[src/rtl/bus_pkg.sv]
// Shared types and helpers for the N-slave bus arbiter and its address decoder.
package bus_pkg;

   // Transfer engine states.
   typedef enum logic [1:0] {
      IDLE   = 2'd0,
      ACCESS = 2'd1,
      RESP   = 2'd2
   } bus_state_t;

   // Read data returned on an error response unless the top is told otherwise.
   localparam logic [31:0] ERRDATA_DEFAULT = 32'hDEADBEEF;

   // Width of the slave-select field: clog2(nslave), never less than one bit.
   function automatic int sel_bits(input int nslave);
      int b;
      b = $clog2(nslave);
      return (b < 1) ? 1 : b;
   endfunction

endpackage

[src/rtl/bus_decoder.sv]
// Combinational address decoder: splits a master byte address into a slave
// index and a mapped flag. Each slave owns a 2**REGIONBITS byte region
// starting at address zero; anything beyond the last slave is unmapped.
module bus_decoder
   import bus_pkg::*;
#(
   parameter int WIDTH      = 32,
   parameter int NSLAVE     = 4,
   parameter int REGIONBITS = 20,
   parameter int SELBITS    = sel_bits(NSLAVE)
)(
   input  logic [WIDTH-1:0]   maddr,
   output logic [SELBITS-1:0] idx,
   output logic               mapped
);

   logic [SELBITS-1:0] idx_raw;
   logic               upper_zero;
   logic               idx_in_range;
   logic               unused_low;

   assign idx_raw    = maddr[REGIONBITS +: SELBITS];
   // The slave-local offset is not part of the decode.
   assign unused_low = ^maddr[REGIONBITS-1:0];

   generate
      // Bits above the select field must all be zero for a mapped address.
      if (REGIONBITS + SELBITS < WIDTH) begin : g_upper
         assign upper_zero = (maddr[WIDTH-1:REGIONBITS+SELBITS] == '0);
      end else begin : g_no_upper
         assign upper_zero = 1'b1;
      end

      // When NSLAVE fills the select field every index is a real slave.
      if (NSLAVE == (1 << SELBITS)) begin : g_full
         assign idx_in_range = 1'b1;
      end else begin : g_partial
         assign idx_in_range = (idx_raw < SELBITS'(NSLAVE));
      end
   endgenerate

   assign idx    = idx_raw;
   assign mapped = upper_zero & idx_in_range;

endmodule

[src/rtl/bus_arbiter_nslave.sv]
// Registered, handshaked data-bus engine connecting one master port to
// NSLAVE memory-mapped slaves. Unmapped addresses answer with an error.
// Optional build macro BUS_TIMEOUT_EN: abort an ACCESS with an error response
// after TIMEOUT cycles without sready; otherwise ACCESS waits indefinitely.
module bus_arbiter_nslave
   import bus_pkg::*;
#(
   parameter int               WIDTH      = 32,
   parameter int               NSLAVE     = 4,
   parameter int               REGIONBITS = 20,
   parameter int               TIMEOUT    = 16,
   parameter logic [WIDTH-1:0] ERRDATA    = WIDTH'(ERRDATA_DEFAULT)
)(
   input  logic                     clk,
   input  logic                     nrst,
   input  logic                     mreq,
   input  logic                     mwrite,
   input  logic [WIDTH-1:0]         maddr,
   input  logic [WIDTH-1:0]         mwdata,
   output logic [WIDTH-1:0]         mrdata,
   output logic                     mready,
   output logic                     merr,
   output logic [NSLAVE-1:0]        sreq,
   output logic                     swrite,
   output logic [WIDTH-1:0]         saddr,
   output logic [WIDTH-1:0]         swdata,
   input  logic [NSLAVE*WIDTH-1:0]  srdata,
   input  logic [NSLAVE-1:0]        sready,
   output logic [7:0]               errcount
);

   localparam int SELBITS = sel_bits(NSLAVE);

   bus_state_t         state_q, state_d;
   logic [SELBITS-1:0] idx_q, idx_d;
   logic [NSLAVE-1:0]  sreq_q, sreq_d;
   logic               swrite_q, swrite_d;
   logic [WIDTH-1:0]   saddr_q, saddr_d;
   logic [WIDTH-1:0]   swdata_q, swdata_d;
   logic [WIDTH-1:0]   mrdata_q, mrdata_d;
   logic               mready_q, mready_d;
   logic               merr_q, merr_d;
   logic [7:0]         errcount_q, errcount_d;

   logic [SELBITS-1:0] dec_idx;
   logic               dec_mapped;
   logic [NSLAVE-1:0]  dec_onehot;
   logic [WIDTH-1:0]   local_addr;
   logic [WIDTH-1:0]   srdata_arr [NSLAVE];
   logic               sel_ready;
   logic [WIDTH-1:0]   sel_rdata;
   logic               timeout_hit;

   bus_decoder #(
      .WIDTH      (WIDTH),
      .NSLAVE     (NSLAVE),
      .REGIONBITS (REGIONBITS),
      .SELBITS    (SELBITS)
   ) u_decoder (
      .maddr  (maddr),
      .idx    (dec_idx),
      .mapped (dec_mapped)
   );

   assign local_addr = WIDTH'(maddr[REGIONBITS-1:0]);

   generate
      for (genvar gi = 0; gi < NSLAVE; gi++) begin : g_slave
         assign srdata_arr[gi] = srdata[gi*WIDTH +: WIDTH];
         assign dec_onehot[gi] = (dec_idx == SELBITS'(gi));
      end
   endgenerate

   // Look only at the slave captured for the current transfer.
   always_comb begin
      sel_ready = 1'b0;
      sel_rdata = '0;
      for (int i = 0; i < NSLAVE; i++) begin
         if (idx_q == SELBITS'(i)) begin
            sel_ready = sready[i];
            sel_rdata = srdata_arr[i];
         end
      end
   end

`ifdef BUS_TIMEOUT_EN
   localparam int WAITBITS = $clog2(TIMEOUT);

   logic [WAITBITS-1:0] wait_q, wait_d;

   assign timeout_hit = (wait_q == WAITBITS'(TIMEOUT - 1));

   // Wait counter runs only in ACCESS and is zero on every entry to it.
   always_comb begin
      wait_d = '0;
      if (state_q == ACCESS) begin
         wait_d = wait_q + WAITBITS'(1);
      end
   end

   // Wait counter register.
   always_ff @(posedge clk or negedge nrst) begin
      if (!nrst) begin
         wait_q <= '0;
      end else begin
         wait_q <= wait_d;
      end
   end
`else
   assign timeout_hit = 1'b0;
`endif

   // Next-state and output logic; response fields default to zero so they
   // are only non-zero during the single RESP cycle.
   always_comb begin
      state_d    = state_q;
      idx_d      = idx_q;
      sreq_d     = sreq_q;
      swrite_d   = swrite_q;
      saddr_d    = saddr_q;
      swdata_d   = swdata_q;
      mrdata_d   = '0;
      mready_d   = 1'b0;
      merr_d     = 1'b0;
      errcount_d = errcount_q;

      case (state_q)
         IDLE: begin
            if (mreq) begin
               if (dec_mapped) begin
                  state_d  = ACCESS;
                  idx_d    = dec_idx;
                  sreq_d   = dec_onehot;
                  saddr_d  = local_addr;
                  swdata_d = mwdata;
                  swrite_d = mwrite;
               end else begin
                  state_d    = RESP;
                  mready_d   = 1'b1;
                  merr_d     = 1'b1;
                  mrdata_d   = ERRDATA;
                  errcount_d = (errcount_q == 8'hFF) ? 8'hFF : errcount_q + 8'd1;
               end
            end
         end
         ACCESS: begin
            // A ready slave wins over a simultaneous timeout.
            if (sel_ready) begin
               state_d  = RESP;
               sreq_d   = '0;
               mready_d = 1'b1;
               mrdata_d = swrite_q ? '0 : sel_rdata;
            end else if (timeout_hit) begin
               state_d    = RESP;
               sreq_d     = '0;
               mready_d   = 1'b1;
               merr_d     = 1'b1;
               mrdata_d   = ERRDATA;
               errcount_d = (errcount_q == 8'hFF) ? 8'hFF : errcount_q + 8'd1;
            end
         end
         RESP: begin
            state_d = IDLE;
         end
         default: begin
            state_d = IDLE;
            sreq_d  = '0;
         end
      endcase
   end

   // State and output registers; reset drops every output immediately.
   always_ff @(posedge clk or negedge nrst) begin
      if (!nrst) begin
         state_q    <= IDLE;
         idx_q      <= '0;
         sreq_q     <= '0;
         swrite_q   <= 1'b0;
         saddr_q    <= '0;
         swdata_q   <= '0;
         mrdata_q   <= '0;
         mready_q   <= 1'b0;
         merr_q     <= 1'b0;
         errcount_q <= '0;
      end else begin
         state_q    <= state_d;
         idx_q      <= idx_d;
         sreq_q     <= sreq_d;
         swrite_q   <= swrite_d;
         saddr_q    <= saddr_d;
         swdata_q   <= swdata_d;
         mrdata_q   <= mrdata_d;
         mready_q   <= mready_d;
         merr_q     <= merr_d;
         errcount_q <= errcount_d;
      end
   end

   assign mrdata   = mrdata_q;
   assign mready   = mready_q;
   assign merr     = merr_q;
   assign sreq     = sreq_q;
   assign swrite   = swrite_q;
   assign saddr    = saddr_q;
   assign swdata   = swdata_q;
   assign errcount = errcount_q;

endmodule
[config.mk]
export PLATFORM = sky130hd
export DESIGN_NAME = bus_arbiter_nslave
export DESIGN_NICKNAME = d
export VERILOG_FILES = /design/src/rtl/bus_pkg.sv /design/src/rtl/bus_decoder.sv /design/src/rtl/bus_arbiter_nslave.sv
export SDC_FILE = /design/constraint.sdc
export NUM_CORES = 1
export LEC_CHECK = 0
export CAP_MARGIN = 20
export CORE_MARGIN = 2
export CORE_UTILIZATION = 33
export DETAILED_ROUTE_END_ITERATION = 16
export PLACE_DENSITY = 0.78
export SLEW_MARGIN = 20
export SYNTH_ARGS = -nofsm -noshare
export SYNTH_HDL_FRONTEND = slang
export SYNTH_SLANG_ARGS = --single-unit
[constraint.sdc]
create_clock -name clk -period 1.8 [get_ports clk]
set_input_delay 0.36 -clock clk [delete_from_list [all_inputs] [get_ports clk]]
set_output_delay 0.36 -clock clk [all_outputs]
set_load 0.01 [all_outputs]
## Word level (Yosys, flattened, before mapping)

Index checks and enable logic that the tools add are counted.

| cells by class | value |
|---|---|
| muxes and demuxes | 27 |
| reduce and logical (&&, ||, !) cells | 8 |
| div/mod/pow operators | 0 |
| $mul | 0 |
| add/subtract/negate cells | 1 |
| bitwise gates (word level) | 2 |
| order comparisons | 0 |
| shifts and indexed selects | 0 |
| equality and inequality tests | 12 |

Operator list:

| operator | number |
|---|---|
| $mux 32 | 8 |
| $pmux 32 s2 | 1 |
| $mux 4 | 3 |
| $pmux 4 s3 | 1 |
| $eq 2x2->1 const B | 5 |
| $logic_not 10->1 | 1 |
| $add 8x1->8 const B | 1 |
| $eq 8x8->1 const B | 1 |
| $mux 1 | 8 |
| $mux 8 | 1 |
| $eq 2x1->1 const B | 3 |
| $logic_not 2->1 | 3 |
| $mux 2 | 3 |
| $ne 2x2->1 const B | 3 |
| $reduce_and 3->1 | 2 |
| $pmux 2 s2 | 1 |
| $reduce_and 4->1 | 1 |
| $not 1->1 | 2 |
| $pmux 1 s2 | 1 |
| $reduce_and 2->1 | 1 |

| word-level totals | value |
|---|---|
| memory bits (writable) | 0 |
| register bits | 103 |
| output and inout bits | 111 |
| ROM bits | 0 |
| input port bits | 200 |
| bits in latches | 0 |
| word-level logic and storage cells | 60 |
| memories | 0 |

## Longest topological paths before layout

Gate-level depths: netlist of the first run.

| depth | value |
|---|---|
| word-level depth | 8 |
| mapped depth | 6 |
| depth with buffers taken out | 5 |

## Hierarchy

A second synthesis of the first run with hierarchy kept.

| unflattened totals | value |
|---|---|
| cell total of the unflattened synthesis | 464 |
| area total of the unflattened synthesis | 4887.2 um^2 |

By module, submodules not included:

| module | cells an instance | area an instance (um^2) | instances | sequential area each (um^2) |
|---|---|---|---|---|
| bus_arbiter_nslave | 459 | 4844.6 | 1 | 2577.5 |
| bus_decoder | 5 | 42.5 | 1 | 0.0 |

## Worst setup path after synthesis of the first run

No wires, ideal clock.

| path | value |
|---|---|
| path kind | input port to flip-flop |
| start point | in maddr[29] |
| end point | reg errcount_q[3], in the netlist errcount[3] |
| library setup time | 125 ps |
| cell stages on the path | 5 |
| buffers on the path | 0 |
| slack | -140 ps |
| required time | 1675 ps |
| data arrival time | 1815 ps |
| cell sequence | or4_4 > o41ai_2 > inv_2 > nand4_1 > mux2_2 |

| between the ends | value |
|---|---|
| word-level cells in the longest chain between the ends | 3 |

Ends and longest elaborated chain:

| what | RTL line | source |
|---|---|---|
| start: declaration | bus_arbiter_nslave.sv:18 | `input logic [WIDTH-1:0] maddr,` |
| $logic_not 10->1 | bus_decoder.sv:29 | `assign upper_zero = (maddr[WIDTH-1:REGIONBITS+SELBITS] == '0);` |
| $not 1->1 (no source line) | -- |  |
| $reduce_and 3->1 (no source line) | -- |  |
| end signal: assignment | bus_arbiter_nslave.sv:195 | `errcount_q <= errcount_d;` |
| end: declaration | bus_arbiter_nslave.sv:43 | `logic [7:0] errcount_q, errcount_d;` |

No other way between the ends.
A chain may end at the register's enable or synchronous reset.

## Worst setup path after layout of the first run

| path | value |
|---|---|
| start point | reg errcount_q[2], in the netlist errcount[2] |
| end point | out errcount[2] |

RTL lines:

| what | RTL line | source |
|---|---|---|
| end: declaration | bus_arbiter_nslave.sv:29 | `output logic [7:0] errcount` |

No word-level cell between the ends.

==> results.txt, run 1 <==
----------------------------------------------------
[Route]
  Remaining number of nets flagged by the antenna check after routing ... 0
  Total DRC errors in the routed layout ... 0
  Total length of routed wires ... 14.7 mm
  Starting DRC count in detailed routing ... around 110
  Drt first pass iters ... 4
  Routed wirelength normalized by instance count ... 17.6 um
  Detailed-route via count ... slightly below 4000
  Average vias per placed instance ... around 4.8

[Setup path]
  Crit-path cells ... clkdlybuf4s50_1
  Data required, critical path ... between 1 and 1.5 ns
  Slack of the worst reg-to-reg path ... 0.11 ns
  Worst Setup End Kind ... output port
  Arrival time at the worst endpoint ... 1.37 ns
  Worst-path maximum fanout ... 7
  CP Launch Type ... register
  Number of buffers and inverters on the critical path ... 1
  Master of the slowest instance on the critical path ... sky130_fd_sc_hd__clkdlybuf4s50_1
  Worst setup path class ... register to output port
  Top delay family on crit path ... buffers and inverters
  Critical path's largest stage delay ... roughly 0.58 ns

[Yosys]
  Number of flops mapped to enable cells by yosys ... 0
  Prevailing post-synth register cell ... sky130_fd_sc_hd__dfrtp_1
  Total standard cell area after synthesis ... 4770 sq um
  Part of the Yosys area used for sequential elements ... 54.0%
  Number of synthesized register bits ... 103
  Mean cell area of the mapped netlist ... 14.2 sq um
  Count of unique library cells instantiated by Yosys ... 40
  Fraction of synthesis flops using an asynchronous set or reset pin ... 100%
  Post-synthesis cell count ... 335
  Warnings from Yosys ... 0

[Clock network]
  Clock net sink count ... 103
  Bufs on Longest Clock Path ... 2
  Clock latency reported for the late side of the worst-skew pair ... ~0.34 ns
  Clock tree from TritonCTS ... built
  Total CTS buffers ... 9
  H-tree depth reported by CTS ... 3
  Clock-pin slew on the worst setup and hold paths ... ~0.070 ns
  Root buffer cell ... sky130_fd_sc_hd__clkbuf_16

[STA]
  Final setup fails ... 0
  Timing-limited maximum frequency ... just under 0.6 GHz
  Shortest clock period the worst path allows after layout ... between 1.5 and 2 ns
  Unrepaired setup endpoints after global routing ... no
  Fin crit share ... 96.3%
  Smallest setup slack after layout ... 0.0662 ns
  Max Transition Viols Final ... 0
  Final Hold Vio Count ... 0
  Clock skew ... 0.0102 ns

[Placement]
  Pre-CTS WS ... -0.623 ns
  Cell count after placement ... 815
  Quantity of I/O buffers inserted on ports ... just under 300
  Placed wire-length estimate ... 11.9 mm
  Gp weighted congestion ... 0.828

[Cells and area]
  Share of post-route cells with drive strength above 1 ... 22.8%
  Final design utilization ... roughly three fifths
  Count of nets after finishing ... 849
  Filler Cells Inserted ... around 1100
  Most frequent standard cell in the layout excluding fill and tap cells ... sky130_fd_sc_hd__clkdlybuf4s50_1
  Area growth from synthesis to layout ... 76.7%
  Final antenna diode count ... 0
  Leading cell types in the layout, fill and taps excluded ... 289 x sky130_fd_sc_hd__clkdlybuf4s50_1, 102 x sky130_fd_sc_hd__dfrtp_1, 56 x sky130_fd_sc_hd__mux2_2
  Non-filler cells in the finished layout ... 833

[GRT]
  GR met3 Demand/Resource ... about 6.0%
  Sum of overflow across all layers after global routing ... 0
  Pin count of the biggest net entering global routing ... 38
  Global Route met1 Usage ... 21.7%
  Vias in the first global route ... 4210
  Layer with the highest usage ... met2
  Grt met2 use ... 33.7%
  Global routing usage summed across all routing layers ... 18.9%
  First-pass GRT wire length ... roughly 23 mm
  Number of antenna violations at the first check in global routing ... 0

[Power and ir drop]
  Lkg Pwr ... between 3 and 4 nW
  Worst vdd ir ... roughly 0.44 mV
  Power density of the placed cells ... 686 nW/um^2
  Overall power ... just under 6 mW

[Outcome]
  Run status ... completed

[Floorplanning]
  Y dimension of the die ... 124 um
  Core region area ... 14000 sq um
  Initial Utilization ... 34.1%
  Number of core rows ... between 40 and 50
  I/O pin total ... 311
  Die Wd ... about 120 um
  Die footprint ... 15400 sq um

[Flow run]
  Number of maximum-capacitance violations ... 0

[Min path]
  Path category of the worst min-delay check ... input pin to asynchronous set/reset pin

----------------------------------------------------
synthesized netlist by cell type, types with 2 or more instances:
| cell type | instances | share of area, % |
|---|---|---|
| sky130_fd_sc_hd__mux2_2 | 58 | 14 |
| sky130_fd_sc_hd__nand4_1 | 4 | 0.52 |
| sky130_fd_sc_hd__dfrtp_1 | 103 | 54 |
| sky130_fd_sc_hd__clkbuf_1 | 11 | 0.87 |
| sky130_fd_sc_hd__nand3_1 | 3 | 0.31 |
| sky130_fd_sc_hd__nor2b_1 | 9 | 1.2 |
| sky130_fd_sc_hd__nor3b_1 | 2 | 0.31 |
| sky130_fd_sc_hd__nand2_1 | 10 | 0.79 |
| sky130_fd_sc_hd__nor2_1 | 3 | 0.24 |
| sky130_fd_sc_hd__mux2_4 | 2 | 0.63 |
| sky130_fd_sc_hd__mux4_2 | 33 | 16 |
| sky130_fd_sc_hd__nand2b_1 | 2 | 0.26 |
| sky130_fd_sc_hd__inv_1 | 25 | 2.0 |
| sky130_fd_sc_hd__o21ai_0 | 24 | 2.5 |
| sky130_fd_sc_hd__buf_2 | 5 | 0.52 |
| sky130_fd_sc_hd__nor4_1 | 2 | 0.26 |
| sky130_fd_sc_hd__nor3_2 | 2 | 0.42 |
| sky130_fd_sc_hd__a21oi_1 | 2 | 0.21 |
| sky130_fd_sc_hd__a21o_1 | 2 | 0.31 |
| sky130_fd_sc_hd__buf_4 | 13 | 2.0 |
cell families (layout without fill, tap and decap cells):
kind of cell / Yosys count / after routing / share of synthesized area [%]
compound gates: 34 / 34 / 4.25
simple gates: 45 / 45 / 5.59
mux: 93 / 93 / 29.9
fa+ha+maj: 1 / 1 / 0.262
other cells: 1 / 12 / 0.0786
buf+inv: 58 / 365 / 5.90
flops: 103 / 103 / 54.0
layout make-up:
type	count	area, sq um	share of cell area, %
timing repair buffer	323	3230	38.3
inverter	26	100	1.19
clock buffer	9	225	2.67
multi-input combinational	185	2000	23.7
clock inverter	7	77.6	0.920
sequential	103	2580	30.6
tap	180	225	2.67
sequential cells by signal, summed over array words and instances, names as in the netlist, 2 cells and up:
| name | count |
|---|---|
| swdata | 32 |
| saddr | 20 |
| mrdata | 32 |
| sreq | 4 |
| errcount | 8 |
| idx_q | 2 |
| state_q | 2 |
final timing paths:
kind                             startpoint           to  depth (start not counted)
max in group asynchronous              nrst    swdata[7]                          3
min in group clk                    sreq[1]      sreq[1]                          1
worst max register to register     idx_q[0]      sreq[3]                          4
worst min register to register      sreq[1]      sreq[1]                          1
worst min-delay path                   nrst   swdata[19]                          2
worst max-delay path            errcount[2]  errcount[2]                          1
routing by layer:
metal	up-vias	wire, um
li1	1803	-
met1	1926	5610
met2	209	7470
met3	20	1260
met4	0	313
met5	-	0
worst reg2reg max path: stages, from the launching register on:
cell                        delay [ns]
sky130_fd_sc_hd__dfrtp_2          0.37
sky130_fd_sc_hd__mux4_2           0.52
sky130_fd_sc_hd__or3b_2           0.48
sky130_fd_sc_hd__nand2_2          0.12
sky130_fd_sc_hd__o2bb2ai_1        0.13
power by group:
part | total [mW] | internal, mW | switching [mW]
Clock | 1.99 | 1.10 | 0.898
Combinational | 1.22 | 0.813 | 0.408
Sequential | 2.57 | 2.44 | 0.127
Total | 5.78 | 4.35 | 1.43
repair_timing:
| action | in CTS | in global routing |
|---|---|---|
| hold endpoints to repair | 21 | 0 |
| endpoints found under the setup margin | 88 | 40 |
| pin swaps | 3 | 3 |
| hold buffers | 1 | 0 |
| resized for setup | 16 | 10 |
| setup buffers | 0 | 1 |
per-stage QoR:
| stage | area, sq um | hold WS (ns) | setup TNS (ns) |
|---|---|---|---|
| 2_1_floorplan | 4840 | 0.0644 | -0.397 |
| 3_3_place_gp | 8110 | 0.297 | -40.65 |
| 3_5_place_dp | 8110 | 0.297 | -41.82 |
| 4_1_cts | 8420 | 0.479 | 0 |
| 5_1_grt | 8430 | 0.490 | 0 |
| 6_report | 8430 | 0.473 | 0 |
No activity file was read; power rests on OpenSTA's default activity.
==> run 2: changes to the inputs <==
--- a/constraint.sdc
+++ b/constraint.sdc
@@ -3,2 +3,2 @@
 set_output_delay 0.36 -clock clk [all_outputs]
-set_load 0.01 [all_outputs]
+set_load 0.05 [all_outputs]
==> results.txt, run 2 (synthesis results as in run 1) <==
----------------------------------------------------
[STA]
  Final hold slack ... 0.491 ns (was 0.473 ns)
  Clock skew ... 0.00559 ns (was 0.0102 ns)
  Shortest clock period the worst path allows after layout ... 1.72 ns (was 1.73 ns)
  Final setup fails ... 0 (unchanged)
  Final Hold Vio Count ... 0 (unchanged)
  Max Transition Viols Final ... 0 (unchanged)
  Unrepaired setup endpoints after global routing ... no (unchanged)
  Smallest setup slack after layout ... 0.0751 ns (was 0.0662 ns)
  Summed negative setup slack over all endpoints ... 0 ns (unchanged)
  Fin crit share ... 95.8% (was 96.3%)
  Timing-limited maximum frequency ... 0.580 GHz (was 0.577 GHz)

[Placement]
  Pre-CTS WS ... -0.645 ns (was -0.623 ns)
  Cell count after placement ... 816 (was 815)
  Cell area reported after detailed placement ... 7870 sq um (was 8110 sq um)
  Quantity of I/O buffers inserted on ports ... 298 (unchanged)
  Placed wire-length estimate ... 11.9 mm (about the same)
  Gp weighted congestion ... 0.826 (was 0.828)

[GRT]
  Sum of overflow across all layers after global routing ... 0 (unchanged)
  Vias in the first global route ... 4315 (was 4210)
  Global routing usage summed across all routing layers ... 18.7% (was 18.9%)
  Pin count of the biggest net entering global routing ... 45 (was 38)
  First-pass GRT wire length ... 22.9 mm (was 23.0 mm)
  Number of antenna violations at the first check in global routing ... 0 (unchanged)

[Flow run]
  Number of maximum-capacitance violations ... 0 (unchanged)

[Setup path]
  Critical path's largest stage delay ... 0.54 ns (was 0.58 ns)
  Data required, critical path ... 2.02 ns (was 1.44 ns)
  Crit-path cells ... clkbuf_2 -> or4_4 -> o41ai_4 -> buf_6 -> buf_12 -> nor3_4 -> mux2_4 (was clkdlybuf4s50_1)
  Worst setup path class ... input pin to register (was register to output port)
  Arrival time at the worst endpoint ... 1.95 ns (was 1.37 ns)
  Worst Setup End Kind ... register (was output port)
  CP Launch Type ... input pin (was register)
  Worst-path maximum fanout ... 3 (was 7)
  Master of the slowest instance on the critical path ... sky130_fd_sc_hd__or4_4 (was sky130_fd_sc_hd__clkdlybuf4s50_1)

[Cells and area]
  Final antenna diode count ... 0 (unchanged)
  Most frequent standard cell in the layout excluding fill and tap cells ... sky130_fd_sc_hd__clkdlybuf4s50_1 (unchanged)
  Area growth from synthesis to layout ... 71.6% (was 76.7%)
  Leading cell types in the layout, fill and taps excluded ... 190 x sky130_fd_sc_hd__clkdlybuf4s50_1, 117 x sky130_fd_sc_hd__buf_4, 102 x sky130_fd_sc_hd__dfrtp_1 (was 289 x sky130_fd_sc_hd__clkdlybuf4s50_1, 102 x sky130_fd_sc_hd__dfrtp_1, 56 x sky130_fd_sc_hd__mux2_2)
  Final design utilization ... 58.5% (was 60.3%)
  Share of post-route cells with drive strength above 1 ... 38.3% (was 22.8%)
  Area occupied by multi-input gates ... 2000 sq um (about the same)
  Filler Cells Inserted ... 1141 (was 1138)
  Sequential cell area ... 2580 sq um (unchanged)
  Cell area after layout ... 8190 sq um (was 8430 sq um)
  Count of nets after finishing ... 849 (unchanged)
  Non-filler cells in the finished layout ... 832 (was 833)

[Clock network]
  Total CTS buffers ... 9 (unchanged)
  Clock-pin slew on the worst setup and hold paths ... 0.07 ns (about the same)
  # Post-CTS Setup Buffers ... 0 (unchanged)
  Bufs on Longest Clock Path ... 2 (unchanged)
  Clock net sink count ... 103 (unchanged)
  Root buffer cell ... sky130_fd_sc_hd__clkbuf_16 (unchanged)
  Clock latency reported for the late side of the worst-skew pair ... 0.34 ns (about the same)
  Clock tree from TritonCTS ... built (unchanged)
  H-tree depth reported by CTS ... 3 (unchanged)

[Route]
  Total length of routed wires ... 14.4 mm (was 14.7 mm)
  Starting DRC count in detailed routing ... 148 (was 114)
  Drt first pass iters ... 4 (unchanged)
  Total DRC errors in the routed layout ... 0 (unchanged)
  Routed wirelength normalized by instance count ... 17.3 um (was 17.6 um)
  Average vias per placed instance ... 4.78 (was 4.75)
  Detailed-route via count ... 3977 (was 3958)
  Remaining number of nets flagged by the antenna check after routing ... 0 (unchanged)

[Floorplanning]
  Number of core rows ... 43 (unchanged)
  Y dimension of the die ... 124 um (unchanged)
  Core region area ... 14000 sq um (unchanged)
  Die Wd ... 124 um (unchanged)
  Die footprint ... 15400 sq um (unchanged)
  Initial Utilization ... 34.1% (unchanged)
  I/O pin total ... 311 (unchanged)

[Power and ir drop]
  Overall power ... 6.17 mW (was 5.78 mW)
  Lkg Pwr ... 3.91 nW (was 3.73 nW)
  Worst vdd ir ... 0.420 mV (was 0.444 mV)
  Power density of the placed cells ... 754 nW/um^2 (was 686 nW/um^2)

[Outcome]
  Run status ... completed (unchanged)

[Min path]
  Path category of the worst min-delay check ... register to register (was input pin to asynchronous set/reset pin)

----------------------------------------------------
==> run 2: per-layer routing <==
layer | vias up | global-route usage [%] | part of all wire (%)
li1 | 1810 | - | -
met1 | 1934 | 21.0 | 37
met2 | 209 | 33.7 | 52
met3 | 24 | 4.95 | 8.2
met4 | 0 | 7.34 | 2.8
met5 | - | 0 | 0
==> run 2: worst max-delay path, delay by kind of cell <==
family,cells,cell delay [ns]
and+or+nand+nor,2,0.58
buffers and inverters,3,0.39
AOI/OAI and AO/OA,1,0.32
muxes,1,0.30
==> run 2: worst paths after layout <==
kind	startpoint	to	slack, ns	depth (start not counted)
min in group asynchronous	nrst	swdata[25]	0.51	2
min	sreq[0]	sreq[0]	0.49	1
max reg2reg	idx_q[0]	sreq[3]	0.11	4
max	maddr[30]	errcount[5]	0.08	7
min reg2reg	sreq[0]	sreq[0]	0.49	1
max in group asynchronous	nrst	errcount[6]	0.72	3
==> run 2: report_power, final <==
group | leakage (nW) | switching [mW] | internal, mW
Clock | 0.146 | 0.867 | 1.12
Sequential | 1.38 | 0.131 | 2.44
Combinational | 2.38 | 0.841 | 0.769
==> run 2: area by class of cell <==
class                      count  area share [%]
inverter                      26            1.22
sequential                   103            31.5
clock buffer                  10            2.92
clock inverter                 5           0.779
tap                          180            2.75
timing repair buffer         323            36.4
multi-input combinational    185            24.5
==> run 2: what timing repair did <==
| item | 4_1_cts | 5_1_grt |
|---|---|---|
| hold endpoints to repair | 28 | 0 |
| resized for setup | 22 | 9 |
| pin swaps | 4 | 2 |
| cloned | 0 | 0 |
| hold buffers | 1 | 0 |
| endpoints found under the setup margin | 90 | 28 |
==> run 3: changes to the inputs <==
CAP_MARGIN = default   (was 20)
CORE_AREA = 2 2 120 122   (was default)
CORE_MARGIN = default   (was 2)
CORE_UTILIZATION = default   (was 33)
DIE_AREA = 0 0 122 124   (was default)
clock period = 1.63 ns   (was 1.8 ns; I/O delays follow)
==> results.txt, run 3 (synthesis results as in run 1) <==
----------------------------------------------------
[Outcome]
  Run status ... finished, violations left (was completed)
  Violated checks ... negative setup slack

[Cells and area]
  Area growth from synthesis to layout ... 76.7% (was 71.6%)
  Cell area after layout ... 8430 sq um (was 8190 sq um)
  Most frequent standard cell in the layout excluding fill and tap cells ... sky130_fd_sc_hd__clkdlybuf4s50_1 (unchanged)
  Final antenna diode count ... 0 (unchanged)
  Count of nets after finishing ... 860 (was 849)
  Leading cell types in the layout, fill and taps excluded ... 189 x sky130_fd_sc_hd__clkdlybuf4s50_1, 117 x sky130_fd_sc_hd__buf_4, 102 x sky130_fd_sc_hd__dfrtp_1 (was 190 x sky130_fd_sc_hd__clkdlybuf4s50_1, 117 x sky130_fd_sc_hd__buf_4, 102 x sky130_fd_sc_hd__dfrtp_1)
  Share of post-route cells with drive strength above 1 ... 40.4% (was 38.3%)

[GRT]
  Global routing usage summed across all routing layers ... 18.9% (was 18.7%)
  Pin count of the biggest net entering global routing ... 42 (was 45)
  First-pass GRT wire length ... 21.8 mm (was 22.9 mm)
  Vias in the first global route ... 4152 (was 4315)
  Number of antenna violations at the first check in global routing ... 0 (unchanged)
  Sum of overflow across all layers after global routing ... 0 (unchanged)

[STA]
  Final hold slack ... 0.456 ns (was 0.491 ns)
  Clock skew ... 0.00710 ns (was 0.00559 ns)
  Fin crit share ... 101%
  Smallest setup slack after layout ... -0.0224 ns (was 0.0751 ns)
  Timing-limited maximum frequency ... 0.605 GHz
  Max Transition Viols Final ... 0 (unchanged)
  Final setup fails ... 4 (was 0)
  Final Hold Vio Count ... 0 (unchanged)
  Unrepaired setup endpoints after global routing ... yes (was no)
  Shortest clock period the worst path allows after layout ... ~1.7 ns

[Route]
  Detail Route met3 WL ... 1.40 mm (was 1.18 mm)
  Detailed-route via count ... 3962 (was 3977)
  Average vias per placed instance ... 4.69 (was 4.78)
  Wire length on met2 ... 7.64 mm (was 7.48 mm)
  Drt first pass iters ... 4 (unchanged)
  Total length of routed wires ... 14.7 mm (was 14.4 mm)
  Remaining number of nets flagged by the antenna check after routing ... 0 (unchanged)
  Routed wirelength normalized by instance count ... 17.4 um (was 17.3 um)
  Top routing layer in use ... met4 (unchanged)
  Routed metal-1 wirelength ... 5.43 mm (was 5.36 mm)
  Starting DRC count in detailed routing ... 160 (was 148)
  Total DRC errors in the routed layout ... 0 (unchanged)

[Floorplanning]
  Number of core rows ... 43 (unchanged)
  Y dimension of the die ... 124 um (about the same)
  I/O pin total ... 311 (unchanged)
  Core region area ... 13700 sq um (was 14000 sq um)
  Die Wd ... 122 um (was 124 um)
  Initial Utilization ... 34.8% (was 34.1%)
  Die footprint ... 15100 sq um (was 15400 sq um)

[Clock network]
  Bufs on Longest Clock Path ... 2 (unchanged)
  Clock latency reported for the late side of the worst-skew pair ... 0.34 ns (about the same)
  Clock net sink count ... 103 (unchanged)
  Clock tree from TritonCTS ... built (unchanged)
  Clock-pin slew on the worst setup and hold paths ... 0.07 ns (about the same)
  Root buffer cell ... sky130_fd_sc_hd__clkbuf_16 (unchanged)
  Total CTS buffers ... 9 (unchanged)
  H-tree depth reported by CTS ... 3 (unchanged)

[Placement]
  Placed wire-length estimate ... 11.8 mm (was 11.9 mm)
  Cell area reported after detailed placement ... 8010 sq um (was 7870 sq um)
  Gp weighted congestion ... 0.807 (was 0.826)
  Quantity of I/O buffers inserted on ports ... 298 (unchanged)

[Setup path]
  Most Frequent Cell on Critical Path ... sky130_fd_sc_hd__buf_6
  Critical path's largest stage delay ... 0.53 ns (was 0.54 ns)
  Data required, critical path ... 1.85 ns (was 2.02 ns)
  CP Launch Type ... input pin (unchanged)
  Crit-path cells ... buf_6 -> or4_4 -> o41ai_4 -> buf_6 -> buf_12 -> nor3_4 -> mux2_4 (was clkbuf_2 -> or4_4 -> o41ai_4 -> buf_6 -> buf_12 -> nor3_4 -> mux2_4)
  Number of buffers and inverters on the critical path ... 3 (unchanged)
  Master of the slowest instance on the critical path ... sky130_fd_sc_hd__or4_4 (unchanged)
  Worst-path maximum fanout ... 3 (unchanged)
  Top delay family on crit path ... simple AND/OR/NAND/NOR gates (unchanged)
  Worst setup path class ... input pin to register (unchanged)
  Arrival time at the worst endpoint ... 1.87 ns (was 1.95 ns)
  Worst Setup End Kind ... register (unchanged)

[Power and ir drop]
  Worst vdd ir ... 0.461 mV (was 0.420 mV)
  Power density of the placed cells ... 837 nW/um^2 (was 754 nW/um^2)
  Lkg Pwr ... 4.01 nW (was 3.91 nW)

[Min path]
  Path category of the worst min-delay check ... input pin to asynchronous set/reset pin (was register to register)

[Flow run]
  Number of maximum-capacitance violations ... 0 (unchanged)

----------------------------------------------------
## run 3: changes by cell type in the layout (fill, tap and decap cells not counted), sizes merged
| cell | before | now |
|---|---|---|
| buf | 126 | 139 |
| clkinv | 0 | 3 |
| inv | 29 | 27 |
| clkdlybuf4s15 | 2 | 1 |
| clkdlybuf4s50 | 190 | 189 |
## run 3: worst paths after layout
path                            start     endpoint  slack (ns)  cells past startpoint
hold reg to reg               sreq[1]      sreq[1]        0.49                      1
hold / removal                   nrst   swdata[20]        0.46                      2
max in group asynchronous        nrst   mrdata[23]        0.65                      3
min in group clk              sreq[1]      sreq[1]        0.49                      1
setup / recovery            maddr[28]  errcount[7]       -0.02                      7
setup reg to reg           state_q[0]  errcount[5]        0.04                      7
## run 3: worst register-to-register path, delay by kind of cell, from the launching register on
kind | cells | cell delay [ns]
compound gates | 1 | 0.06
buf+inv | 3 | 0.42
flops | 1 | 0.39
mux | 1 | 0.31
simple gates | 2 | 0.30
## run 3: where the power goes
group	switching [mW]	total (mW)	internal, mW	leakage (nW)
sequential	0.114	2.81	2.69	1.38
combinational	1.03	2.11	1.08	2.48
clock	0.934	2.13	1.20	0.143
## run 3: what timing repair did
item | 4_1_cts | 5_1_grt
pin swaps | 5 | 5
hold buffers | 1 | 0
endpoints found under the setup margin | 94 | 64
setup buffers | 3 | 2
gates cloned | 0 | 1
resized for setup | 39 | 13
hold endpoints to repair | 25 | 0
## run 3: layer usage
layer,GRT usage (%),vias to the layer above
li1,-,1831
met1,21.5,1904
met2,34.4,209
met3,5.54,18
met4,6.11,0
met5,0,-
## run 3: stage by stage
stage               std cells  TNS [ns]  utilization [%]  setup slack [ns]  power, mW
finish                    844   -0.0594             61.5           -0.0224       7.05
CTS                       841         0             60.9           0.00176       7.14
global route              844    -0.486             61.5           -0.0556       7.40
floorplan                 346     -4.58                -            -0.248       3.77
global placement          822    -60.63             58.4            -0.748       4.89
detailed placement        822    -61.39             58.4            -0.770       4.93
## run 3: final cells by class
class / count / area, sq um
Clock buffer: 10 / 229
Multi-Input combinational cell: 185 / 2040
Timing Repair Buffer: 334 / 3190
Clock inverter: 6 / 68.8
Inverter: 26 / 103
Tap cell: 180 / 225
Sequential cell: 103 / 2580
Fill cell: 1064 / 5290
